### src/rtl/sd_loader.sv
// Boot-time bulk copier: reads consecutive bytes from the SD byte interface, packs them
// big-endian into 32-bit words, writes them to RAM from word 0 and holds the CPU in reset until done.
module sd_loader #(
    parameter int unsigned ADDR_W  = 14,
    parameter logic [23:0] TIMEOUT = 24'd10_000_000
) (
    input  logic              clk,
    input  logic              rst_n,
    input  logic              start,
    input  logic [31:0]       src_addr,
    input  logic [ADDR_W:0]   num_words,
    output logic [31:0]       sd_addr,
    output logic              sd_read,
    output logic              sd_write,
    output logic [7:0]        sd_write_data,
    input  logic [7:0]        sd_read_data,
    input  logic              sd_ready,
    output logic              mem_we,
    output logic [ADDR_W-1:0] mem_addr,
    output logic [31:0]       mem_data,
    output logic              busy,
    output logic              done,
    output logic              error,
    output logic              cpu_rst_n
);

    typedef enum logic [2:0] {
        S_IDLE, S_ISSUE, S_GAP, S_WAIT, S_PACK, S_STORE, S_FIN, S_FAIL
    } state_t;

    localparam logic [ADDR_W-1:0] PTR_ONE = 1;
    localparam logic [ADDR_W:0]   REM_ONE = 1;
    localparam logic [23:0]       TMO_ONE = 24'd1;

    state_t              r_state;
    logic [31:0]         r_sd_addr;
    logic [ADDR_W:0]     r_remaining;
    logic [ADDR_W-1:0]   r_word_ptr;
    logic [1:0]          r_byte_idx;
    logic [23:0]         r_tmo;
    logic [31:0]         r_shift;
    logic                r_mem_we;
    logic [ADDR_W-1:0]   r_mem_addr;
    logic [31:0]         r_mem_data;
    logic                r_busy;
    logic                r_done;
    logic                r_error;
    logic                r_cpu_rst_n;

    logic                w_issue;
    logic                w_tmo_hit;

    // The read request is gated by sd_ready in the same cycle so it can never be seen
    // by the SD interface while it is not ready.
    assign w_issue   = (r_state == S_ISSUE) && sd_ready;
    assign w_tmo_hit = (r_tmo == (TIMEOUT - TMO_ONE));

    function automatic logic [31:0] insert_byte(input logic [31:0] word,
                                                input logic [1:0]  idx,
                                                input logic [7:0]  b);
        logic [31:0] w;
        w = word;
        case (idx)
            2'd0:    w[31:24] = b;
            2'd1:    w[23:16] = b;
            2'd2:    w[15:8]  = b;
            default: w[7:0]   = b;
        endcase
        return w;
    endfunction

    always_ff @(posedge clk or negedge rst_n) begin
        if (!rst_n) begin
            r_state     <= S_IDLE;
            r_sd_addr   <= '0;
            r_remaining <= '0;
            r_word_ptr  <= '0;
            r_byte_idx  <= '0;
            r_tmo       <= '0;
            r_shift     <= '0;
            r_mem_we    <= 1'b0;
            r_mem_addr  <= '0;
            r_mem_data  <= '0;
            r_busy      <= 1'b0;
            r_done      <= 1'b0;
            r_error     <= 1'b0;
            r_cpu_rst_n <= 1'b0;
        end else begin
            r_mem_we <= 1'b0;
            case (r_state)
                S_IDLE: begin
                    if (start) begin
                        r_sd_addr   <= src_addr;
                        r_remaining <= num_words;
                        r_word_ptr  <= '0;
                        r_byte_idx  <= '0;
                        r_tmo       <= '0;
                        r_shift     <= '0;
                        r_done      <= 1'b0;
                        r_error     <= 1'b0;
                        r_cpu_rst_n <= 1'b0;
                        r_busy      <= 1'b1;
                        r_state     <= (num_words == '0) ? S_FIN : S_ISSUE;
                    end
                end
                S_ISSUE: begin
                    if (sd_ready) begin
                        r_tmo   <= '0;
                        r_state <= S_GAP;
                    end else if (w_tmo_hit) begin
                        r_state <= S_FAIL;
                    end else begin
                        r_tmo <= r_tmo + TMO_ONE;
                    end
                end
                // sd_ready may still be the stale pre-request value here, so it is ignored.
                S_GAP: r_state <= S_WAIT;
                S_WAIT: begin
                    if (sd_ready) begin
                        r_shift <= insert_byte(r_shift, r_byte_idx, sd_read_data);
                        r_state <= S_PACK;
                    end else if (w_tmo_hit) begin
                        r_state <= S_FAIL;
                    end else begin
                        r_tmo <= r_tmo + TMO_ONE;
                    end
                end
                S_PACK: begin
                    r_sd_addr <= r_sd_addr + 32'd1;
                    if (r_byte_idx == 2'd3) begin
                        r_byte_idx <= '0;
                        r_mem_we   <= 1'b1;
                        r_mem_addr <= r_word_ptr;
                        r_mem_data <= r_shift;
                        r_state    <= S_STORE;
                    end else begin
                        r_byte_idx <= r_byte_idx + 2'd1;
                        r_state    <= S_ISSUE;
                    end
                end
                S_STORE: begin
                    r_word_ptr  <= r_word_ptr + PTR_ONE;
                    r_remaining <= r_remaining - REM_ONE;
                    r_state     <= (r_remaining == REM_ONE) ? S_FIN : S_ISSUE;
                end
                S_FIN: begin
                    r_busy      <= 1'b0;
                    r_done      <= 1'b1;
                    r_cpu_rst_n <= 1'b1;
                    r_state     <= S_IDLE;
                end
                S_FAIL: begin
                    r_busy  <= 1'b0;
                    r_error <= 1'b1;
                    r_state <= S_IDLE;
                end
                default: r_state <= S_IDLE;
            endcase
        end
    end

    assign sd_addr       = r_sd_addr;
    assign sd_read       = w_issue;
    assign sd_write      = 1'b0;
    assign sd_write_data = 8'h00;
    assign mem_we        = r_mem_we;
    assign mem_addr      = r_mem_addr;
    assign mem_data      = r_mem_data;
    assign busy          = r_busy;
    assign done          = r_done;
    assign error         = r_error;
    assign cpu_rst_n     = r_cpu_rst_n;

endmodule

### config.mk
export PLATFORM = sky130hd
export DESIGN_NAME = sd_loader
export DESIGN_NICKNAME = d
export VERILOG_FILES = /design/src/rtl/sd_loader.sv
export SDC_FILE = /design/constraint.sdc
export NUM_CORES = 1
export LEC_CHECK = 0
export ABC_AREA = 0
export BUFFER_PORTS_ARGS = -buffer_cell sky130_fd_sc_hd__buf_4
export CORE_MARGIN = 4
export CORE_UTILIZATION = 55
export CTS_BUF_LIST = sky130_fd_sc_hd__clkbuf_8
export DETAILED_ROUTE_END_ITERATION = 8
export PLACE_DENSITY = 0.78
export SLEW_MARGIN = 20
export SYNTH_ARGS = -nofsm -noshare
export SYNTH_HDL_FRONTEND = slang
export SYNTH_SLANG_ARGS = --single-unit
### constraint.sdc
create_clock -name clk -period 2.9 [get_ports clk]
set_input_delay 0.29 -clock clk [delete_from_list [all_inputs] [get_ports clk]]
set_output_delay 0.29 -clock clk [all_outputs]
set_load 0.05 [all_outputs]
==> results of run 1 <==
Yosys cell counts (all sizes together), types with 5 or more instances:
cell type  count  area share, %
or4            5           0.46
o21ai         31            1.9
o22ai          9           0.69
o211ai        23            2.1
buf           24            1.8
nand3         47            2.9
o311ai        15            1.6
and4           8           0.86
nor4          14            1.1
a22o          25            2.7
nand2         73            3.4
a211oi         9           0.83
mux2i          5           0.61
nor3          29            1.8
xnor2         11            1.2
inv           28            1.3
a21o           5           0.46
ha             9            1.4
and3          14            1.1
mux2          46            6.3
nor2          51            2.3
clkbuf        26            1.2
or3           12           0.92
dfrtp        172             53
a21oi         18            1.1
and2           5           0.38
nand4         20            1.5
worst max path at each step:
stage / start / to / slack [ns] / cells after the start
4_1_cts: r_state[2]$_DFFE_PN0N_ / sd_addr[21]$_DFFE_PN0P_ / 0.65 / 6
6_report: sd_addr[3]$_DFFE_PN0P_ / sd_addr[28]$_DFFE_PN0P_ / 0.63 / 6
3_5_place_dp: r_state[2]$_DFFE_PN0N_ / sd_addr[21]$_DFFE_PN0P_ / 0.65 / 6
3_3_place_gp: r_state[2]$_DFFE_PN0N_ / sd_addr[21]$_DFFE_PN0P_ / 0.70 / 6
5_1_grt: r_state[1]$_DFFE_PN0N_ / r_tmo[23]$_DFFE_PN0P_ / 0.36 / 6
2_1_floorplan: sd_addr[13]$_DFFE_PN0P_ / sd_addr[28]$_DFFE_PN0P_ / 0.60 / 7
sequential cells by signal (all words and copies together) (netlist names), 2 cells and up:
signal and cells:
mem_addr 14, mem_data 32, r_byte_idx 2, r_remaining 15, r_shift 32, r_state 3, r_tmo 24, r_word_ptr 14
sd_addr 32
kinds of logic after synthesis:
kind of cell,after synthesis
AO/OA/AOI/OAI,167
XOR/XNOR,14
adder cells (fa/ha/maj),9
buffers and inverters,78
flip-flops,172
multiplexers,51
other,1
AND/OR/NAND/NOR,295
final cells by class:
cell class	instances	area (sq um)	share of cell area [%]
Timing Repair Buffer	164	1250	12.7
Sequential cell	172	4300	43.6
Tap cell	184	230	2.33
Inverter	28	105	1.06
Clock buffer	18	248	2.51
Clock inverter	13	190	1.93
Multi-Input combinational cell	545	3550	35.9
layer usage:
metal | track usage (%) | vias to the layer above | share of wire [%]
met5 | 0 | - | 0
met4 | 7.58 | 0 | 2.3
met3 | 5.44 | 41 | 5.8
met2 | 38.1 | 205 | 48
met1 | 32.5 | 3268 | 44
li1 | - | 3188 | -
power breakdown:
part / switching (mW) / leakage (nW) / internal [mW] / total [mW]
logic: 2.21 / 2.12 / 1.14 / 3.35
clock network: 0.875 / 0.219 / 0.965 / 1.84
registers: 0.624 / 2.27 / 3.01 / 3.64
total: 3.71 / 4.61 / 5.12 / 8.83
critical path, stage by stage, from the launching register on:
cell     delay, ns
dfrtp_1       0.47
and4_1        0.35
nand4_1       0.12
buf_4         0.19
or3_1         0.49
or4_1         0.51
nand3_1       0.09
metrics by stage:
step	setup WS, ns	utilization [%]	hold WS [ns]	power, mW	std cells
floorplan	0.601	-	-0.00559	5.88	795
global placement	0.703	64.9	0.381	6.92	1092
detailed placement	0.653	64.9	0.379	7.02	1092
CTS	0.647	68.0	0.00748	8.87	1124
global route	0.365	68.0	0.0148	9.33	1124
finish	0.629	68.0	0.0245	8.83	1124
what timing repair did:
action,CTS,global route
endpoints found under the setup margin,0,0
hold buffers,1,0
endpoints found under the hold margin,74,0
==> metrics, run 1 <==
Clock Tree Buf Depth 2; Crit Path Max Fanout 11; Final Slew Violations 0; Wirelength per Cell 17.5 um; CTS Sinks about 170; Area Growth Syn to Fin 21.0%; Lkg Pwr 4.61 nW; I/O pin cnt around 150; ys flop type dfrtp_1; async set-or-reset flop fraction in the synthesized netlist 100%; number of vias per cell 5.96; crit path DAT between 2 and 3 ns; #FFs+latches synth 172; H-tree depth 4; Fillers 1,153; Setup CP Type reg -> reg; largest net degree at the start of global routing between 70 and 80; Tcrit/Tclk final 78.3%; most common cell after layout, fill and taps aside dfrtp_1; class of the worst hold path in -> reg; outcome complete, no violations; vias in the first global route approximately 6,400; Cell Rows 44; Initial Utilization a little under three fifths; relative slew slack about 32%; fmax roughly 440 MHz; main combinational cell family by area after synthesis simple AND/OR/NAND/NOR gates; Final setup viols 0; Nets 996; post-synthesis simple-gate area fraction 18.4%; Hold Path Sink sd_addr[11]$_DFFE_PN0P_; Placer Congestion 0.846; hpwl dp approximately 14,000 um; post-synthesis compound-gate area fraction between 10 and 15%; initial DRC count 471; ANT cells 0; CP Data Required Time 3.30 ns; first-pass GRT wire length 32,000 um; commonest non-fill, non-tap cells in the layout dfrtp_1, buf_4, nand2_1; Total Routing Usage GR 23.8%; share of layout cells above drive strength 1 26.2%; post-route cell area 9880 sq um; worst vdd rail ir drop 0.000772 V; worst r2r path cells 6; crit path launch type register; Die Width 130 um; final hold vios 0; die area 16,900 sq um; Post-DP Area 9430 sq um; min Tclk post-route ~2.3 ns; Worst R2R Start sd_addr[3]$_DFFE_PN0P_; warnings from Yosys 0; Post-Route Skew around 0.0084 ns; Total Wirelength 19,700 um; CTS tree done; Post-CTS Setup Bufs 0; Adder-Cell Fraction of Synth Area around 1.4%; final setup TNS 0 ns; share of the yosys chip area belonging to registers 52.7%; CTS root buffer clkbuf_8; antenna viol nets, final 0; worst hold start src_addr[11]; RSZ-0062 raised after global routing false; Reg clk slew, reported paths 0.09 ns; EDFF count, synth 0; R2R Setup Slk 0.63 ns; Core ar. about 15,000 sq um; PortBufs 142; cells after synthesis 787; TritonCTS Buffers 17; initial antenna violation count 0; mux contribution to synthesized area 6.96%; Power Dens Cells 894 nW/um^2; clk_lat worst skew 0.46 ns; height of the die 130 um; Worst R2R End sd_addr[28]$_DFFE_PN0P_; hold depth 2; Synth Area per Inst 10.4 sq um; Worst Setup End Kind register; Vias between 6,000 and 7,000; synthesized area 8160 sq um; max-cap violation count 0; Slew @ Worst Pin 0.989 ns; DRC 0; DRT Pass-1 Iters 5; XOR/XNOR Fraction of Synth Area under 10%; Resize count post-CTS 0; grt ovf 0; library cells used by synthesis 60
(Power assumes the default switching activity.)
==> run 2: changes to the inputs <==
clock period = 2.4 ns   (was 2.9 ns; I/O delays follow)
==> run 2 against run 1 <==
Against the previous run: non-clock buffer count is 25 higher; sequential share of layout area is 1.0 points lower; flip-flop and latch count stayed put; combinational power up 24%; clock-buffer cell count shrank 1; clock skew rose by 0.0064 ns; hold slack worse by 0.0058 ns; global-route usage rose by 0.81 points; clock power up 12%; register-to-register slack worse by 0.37 ns; critical path depth fell by 2; critical endpoint is now sd_read.
==> metrics, run 2 (synthesized netlist as in run 1, its figures left out) <==
class of the worst hold path in -> reg; fmax 453 MHz; Fillers 1,127 (-2.3%); Setup CP Type reg -> out; hpwl dp 14,000 um (+1.2%); most common cell after layout, fill and taps aside dfrtp_1; ANT cells 0 (unchanged); initial antenna violation count 0 (unchanged); Die Width 130 um (unchanged); CTS Sinks 172 (unchanged); CTS root buffer clkbuf_8; crit path cell chain buf_4 > nand2_1 > nor3_1 > buf_4; H-tree depth 4 (unchanged); Post-Route Skew 0.0148 ns (+0.00640 ns); crit path launch type register; number of vias per cell 5.94 (-0.37%); max-cap violation count 0 (unchanged); Nets 1,021 (+2.5%); Tcrit/Tclk final 92.1%; hold depth 3 (+1); CP Data Required Time 2.16 ns (-1.14 ns); Final Slew Violations 0 (unchanged); crit path DAT 1.97 ns (-0.70 ns); TritonCTS Buffers 17 (unchanged); DRC 0 (unchanged); most frequent CP cell buf_4; die area 16,900 sq um (unchanged); share of layout cells above drive strength 1 26.3% (+0.12 points); grt ovf 0 (unchanged); Worst R2R Start sd_addr[3]$_DFFE_PN0P_; Lkg Pwr 4.71 nW (+2.2%); Pwr Total 10.6 mW (+20%); I/O pin cnt 152 (unchanged); Initial Utilization 56.2% (unchanged); antenna viol nets, final 0 (unchanged); min Tclk post-route approximately 2.2 ns; PortBufs 142 (unchanged); outcome complete, no violations; Total Wirelength 20,100 um (+1.9%); final setup TNS 0 ns (unchanged); Worst R2R End sd_addr[28]$_DFFE_PN0P_; Clock Tree Buf Depth 2 (unchanged); commonest non-fill, non-tap cells in the layout dfrtp_1, buf_4, nand2_1; CTS tree done; Worst Setup End Kind output port; Buf+Inv Stages, Crit Path 2 (+1); first-pass GRT wire length 33,100 um (+3.3%); DRT Pass-1 Iters 5 (unchanged); footprint of the multi-input gates 3550 sq um (unchanged); Placer Congestion 0.882 (+4.2%); Core ar. 14,500 sq um (unchanged); Total Routing Usage GR 24.6% (+0.81 points); CP delay by family, top flip-flops; clk_lat worst skew 0.47 ns (about the same); R2R Setup Slk 0.26 ns (-0.37 ns); RSZ-0062 raised after global routing false; Hold Path Sink sd_addr[22]$_DFFE_PN0P_; worst vdd rail ir drop 0.00105 V (+36%); relative slew slack 63.4% (+31 points); Post-CTS Setup Bufs 0 (unchanged); post-route cell area 10,100 sq um (+2.4%); Crit path largest cell delay 0.56 ns (+0.05 ns); Area Growth Syn to Fin 23.9%; Vias 6,832 (+1.9%); Post-DP Area 9510 sq um (+0.88%); initial DRC count 580 (+23%); Wirelength per Cell 17.5 um (-0.37%); Final setup viols 0 (unchanged); CP max-delay cell dfrtp_1; Slew @ Worst Pin 0.549 ns (-0.440 ns); largest net degree at the start of global routing 66 (-16%); Crit Path Max Fanout 11 (unchanged); Cell Rows 44 (unchanged); final hold vios 0 (unchanged); height of the die 130 um (unchanged); Power Dens Cells 1050 nW/um^2 (+18%); Reg clk slew, reported paths 0.09 ns (about the same); register area 4300 sq um (unchanged); worst r2r path cells 5 (-1); worst hold start src_addr[22]; vias in the first global route 6,600 (+2.6%)
## run 2: worst register-to-register path, cell delays in order, from the launching register on
cell and delay [ns]:
dfrtp_1 0.47, and4_1 0.33, nand4_1 0.16, or3_1 0.53, or4_1 0.51, nand3_1 0.09
## run 2: layout make-up
cell class | instances | share of cell area, %
clock inverters | 15 | 1.67
repair buffers | 189 | 15.1
flip-flops and latches | 172 | 42.6
clock buffers | 17 | 2.31
inverters | 28 | 1.04
well taps | 184 | 2.28
multi-input cells | 545 | 35.1
## run 2: repair_timing
| item | in CTS | in global routing |
|---|---|---|
| hold buffers | 19 | 1 |
| endpoints found under the hold margin | 71 | 1 |
| gates resized for setup | 0 | 0 |
## run 2: routing by layer
| layer | part of all wire (%) | up-vias | routed length (um) | global-route usage [%] |
|---|---|---|---|---|
| li1 | - | 3244 | - | - |
| met1 | 44 | 3334 | 8820 | 34.3 |
| met2 | 48 | 220 | 9740 | 39.5 |
| met3 | 5.3 | 34 | 1070 | 4.75 |
| met4 | 2.3 | 0 | 466 | 7.58 |
| met5 | 0 | - | 0 | 0 |
## run 2: how the worst max path moves through the flow
stage	endpoint	depth (start not counted)	from
floorplan	sd_addr[28]$_DFFE_PN0P_	7	sd_addr[13]$_DFFE_PN0P_
global placement	sd_addr[28]$_DFFE_PN0P_	5	sd_addr[3]$_DFFE_PN0P_
detailed placement	sd_addr[28]$_DFFE_PN0P_	5	sd_addr[3]$_DFFE_PN0P_
CTS	sd_read	4	r_state[0]$_DFFE_PN0N_
global route	sd_addr[21]$_DFFE_PN0P_	6	sd_addr[3]$_DFFE_PN0P_
finish	sd_read	4	r_state[0]$_DFFE_PN0N_
## run 2: power breakdown
group	switching, mW	internal (mW)
registers	0.768	3.64
logic	2.68	1.47
clock network	1.19	0.879
total	4.64	5.99
## run 2: stage by stage
step,worst slack [ns],hold slack (ns),util (%),std cells
finish,0.191,0.0187,69.6,1150
detailed placement,0.313,0.244,65.4,1098
floorplan,0.101,-0.0556,-,795
global route,0.0976,0.00718,69.6,1150
CTS,0.222,0.000209,69.5,1149
global placement,0.330,0.239,65.4,1098
==> run 3: changes to the inputs <==
ABC_AREA = 1   (was 0)
CTS_BUF_LIST = default   (was sky130_fd_sc_hd__clkbuf_8)
PLACE_DENSITY = 0.77   (was 0.78)
==> run 3 against run 2 <==
Against the previous run: synthesized area is 14% higher; sequential share of layout area decreased by 3.9 points; sequential power is 5.7% lower; critical endpoint is now r_shift[7]$_DFFE_PN0P_; utilization shrank 2.5 points; first-iteration DRC count up 19%; design area up 10%; synthesized cell count rose by 52%; highest routed layer unchanged; largest power group is now combinational logic; critical path depth up 3; cell count is 36% higher; worst setup slack improved by 0.16 ns.
==> metrics, run 3 <==
outcome complete, no violations; footprint of the multi-input gates 4180 sq um (+18%); Non-Filler Instances 1,567 (+36%); min Tclk post-route 2.05 ns (-0.163 ns); Power Dens Cells 1080 nW/um^2 (+2.4%); ys flop type dfrtp_1; Worst Setup End Kind register; DRC 0 (unchanged); Slew @ Worst Pin 0.623 ns (+0.0748 ns); CTS root buffer clkbuf_16; RSZ-0062 raised after global routing false; number of vias per cell 5.32 (-10%); vias in the first global route 7,888 (+20%); first-pass GRT wire length 39,700 um (+20%); crit path launch type register; Reg clk slew, reported paths 0.07 ns (-0.02 ns); Worst R2R Start r_state[2]$_DFFE_PN0N_; max-cap violation count 0 (unchanged); crit path capture r_shift[7]$_DFFE_PN0P_; CTS tree done; most common cell after layout, fill and taps aside nand2_1; synthesized area 9340 sq um (+14%); cells after synthesis 1,194 (+52%); Clock Tree Buf Depth 2 (unchanged); commonest non-fill, non-tap cells in the layout nand2_1, dfrtp_1, buf_4; Post-Route Skew 0.00980 ns (-0.00500 ns); height of the die 138 um (+6.5%); Placed Cells 1,536 (+40%); grt ovf 0 (unchanged); worst r2r path cells 7 (+2); largest net degree at the start of global routing 90 (+36%); class of the worst hold path in -> reg; GR peak layer met2; DRT Pass-1 Iters 6 (+1); Area Growth Syn to Fin 19.2%; Post-CTS Setup Bufs 0 (unchanged); routing usage on met2 39.7% (+0.26 points); Crit Path Max Fanout 16 (+5); hpwl dp 17,700 um (+26%); Nets 1,404 (+38%); warnings from Yosys 0 (unchanged); Cell Rows 47 (+6.8%); synth top area cells dfrtp_1, nand2_1, inv_1, nor2_1, o21ai_0; H-tree depth 4 (unchanged); Lkg Pwr 5.33 nW (+13%); Placer Congestion 0.917 (+4.1%); library cells used by synthesis 53 (-12%); Resize count post-CTS 0 (unchanged); Initial Utilization 56.3% (+0.14 points); Fillers 1,411 (+25%); initial DRC count 693 (+19%); Wirelength per Cell 15.2 um (-13%); met3 Track Usage GR 4.28% (-0.47 points); Pwr Total 12.0 mW (+13%); initial antenna violation count 0 (unchanged); Synth top area share 46.1% (-6.6 points); share of layout cells above drive strength 1 19.5% (-6.8 points); Worst R2R End r_shift[7]$_DFFE_PN0P_; Setup crit start r_state[2]$_DFFE_PN0N_; Synth top cells by count nand2_1, dfrtp_1, inv_1; Synth Area per Inst 7.82 sq um (-25%); worst vdd rail ir drop 0.000830 V (-21%); antenna viol nets, final 0 (unchanged); share of the yosys chip area belonging to registers 46.1% (-6.6 points); Setup CP Type reg -> reg; Final Util 67.1% (-2.5 points); PortBufs 142 (unchanged); register area 4300 sq um (unchanged); fmax 489 MHz (+8.0%); Tcrit/Tclk final 85.3% (-6.8 points); CP Data Required Time 2.75 ns (+0.59 ns); crit path DAT 2.40 ns (+0.43 ns); Total Wirelength 23,800 um (+19%); TritonCTS Buffers 17 (unchanged); relative slew slack 58.1% (-5.4 points); I/O pin cnt 152 (unchanged); final setup TNS 0 ns (unchanged); EDFF count, synth 0 (unchanged); CTS Sinks 172 (unchanged); final hold vios 0 (unchanged); Core ar. 16,600 sq um (+14%); cell taking the most area after synthesis dfrtp_1; Final setup viols 0 (unchanged); clk_lat worst skew 0.43 ns (-0.04 ns); async set-or-reset flop fraction in the synthesized netlist 100% (unchanged); #FFs+latches synth 172 (unchanged); Final Slew Violations 0 (unchanged); count leader, synth nand2_1; M1 GR Usage 35.4% (+1.1 points); ANT cells 0 (unchanged); R2R Setup Slk 0.35 ns (+0.09 ns); die area 19,100 sq um (+13%); Vias 8,343 (+22%); Die Width 138 um (+6.5%); hold depth 3 (unchanged); Total Routing Usage GR 24.9% (+0.32 points)
## run 3: cell count changes in the layout (fill, tap and decap cells not counted), sizes merged, moves of 15 or more
cell and delta:
nor2 +98, nand3 +20, o311ai -15, o21ai +85, nand2 +256, a22o -25
inv +120, mux2 -46, dlygate4sd3 -19
## run 3: report_power, final
part	internal, mW	total (mW)	switching, mW	leakage, nW
Clock	1.46	2.64	1.18	0.252
Combinational	1.51	5.16	3.65	2.79
Sequential	3.51	4.16	0.658	2.29
Total	6.48	12.0	5.49	5.33
## run 3: worst min path at each step
| stage | start | to | slack, ns |
|---|---|---|---|
| final | src_addr[14] | sd_addr[14]$_DFFE_PN0P_ | 0.04 |
| after global routing | src_addr[8] | sd_addr[8]$_DFFE_PN0P_ | 0.04 |
| after detailed placement | rst_n | mem_data[18]$_DFFE_PN0P_ | 0.24 |
| after CTS | src_addr[14] | sd_addr[14]$_DFFE_PN0P_ | 0.03 |
| after global placement | rst_n | mem_data[18]$_DFFE_PN0P_ | 0.24 |
| after floorplan | rst_n | busy$_DFFE_PN0P_ | -0.06 |
## run 3: what timing repair did
action | CTS | global route
setup endpoints to repair | 0 | 0
hold buffers | 1 | 0
hold endpoints to repair | 50 | 0
## run 3: worst max-delay path, cell delays in order, from the launching register on
cell and delay [ns]:
dfrtp_1 0.50, inv_2 0.20, nand3_4 0.20, nor2_4 0.22
o21ai_4 0.13, a21oi_4 0.48, nand2_1 0.15, o21ai_2 0.09
## run 3: layout make-up
class                           count  area share (%)
Inverter                          155            5.25
Multi-Input combinational cell    830            37.5
Tap cell                          220            2.47
Timing Repair Buffer              160            11.1
Sequential cell                   172            38.7
Clock buffer                       19            3.98
Clock inverter                     11            1.01
## run 3: through the flow
| stage | area, sq um | hold WS, ns | worst slack, ns |
|---|---|---|---|
| CTS | 11100 | 0.0340 | 0.358 |
| floorplan | 9370 | -0.0556 | 0.366 |
| detailed placement | 10600 | 0.239 | 0.374 |
| finish | 11100 | 0.0359 | 0.353 |
| global placement | 10600 | 0.237 | 0.410 |
| global route | 11100 | 0.0447 | 0.213 |
## run 3: cells by family (layout without fill, tap and decap cells)
group	Yosys count	in the layout	share of synthesized area (%)
AOI/OAI and AO/OA	193	193	13.2
xor gates and xnor gates	17	17	1.59
adders and majority gates	9	9	1.21
buffers and inverters	200	345	9.50
DFF	172	172	46.1
other	1	9	0.0402
and+or+nand+nor	602	602	28.3
## run 3: per-layer routing
metal,up-vias,part of all wire [%]
li1,4121,-
met1,3873,45
met2,318,47
met3,31,5.9
met4,0,1.7
met5,-,0
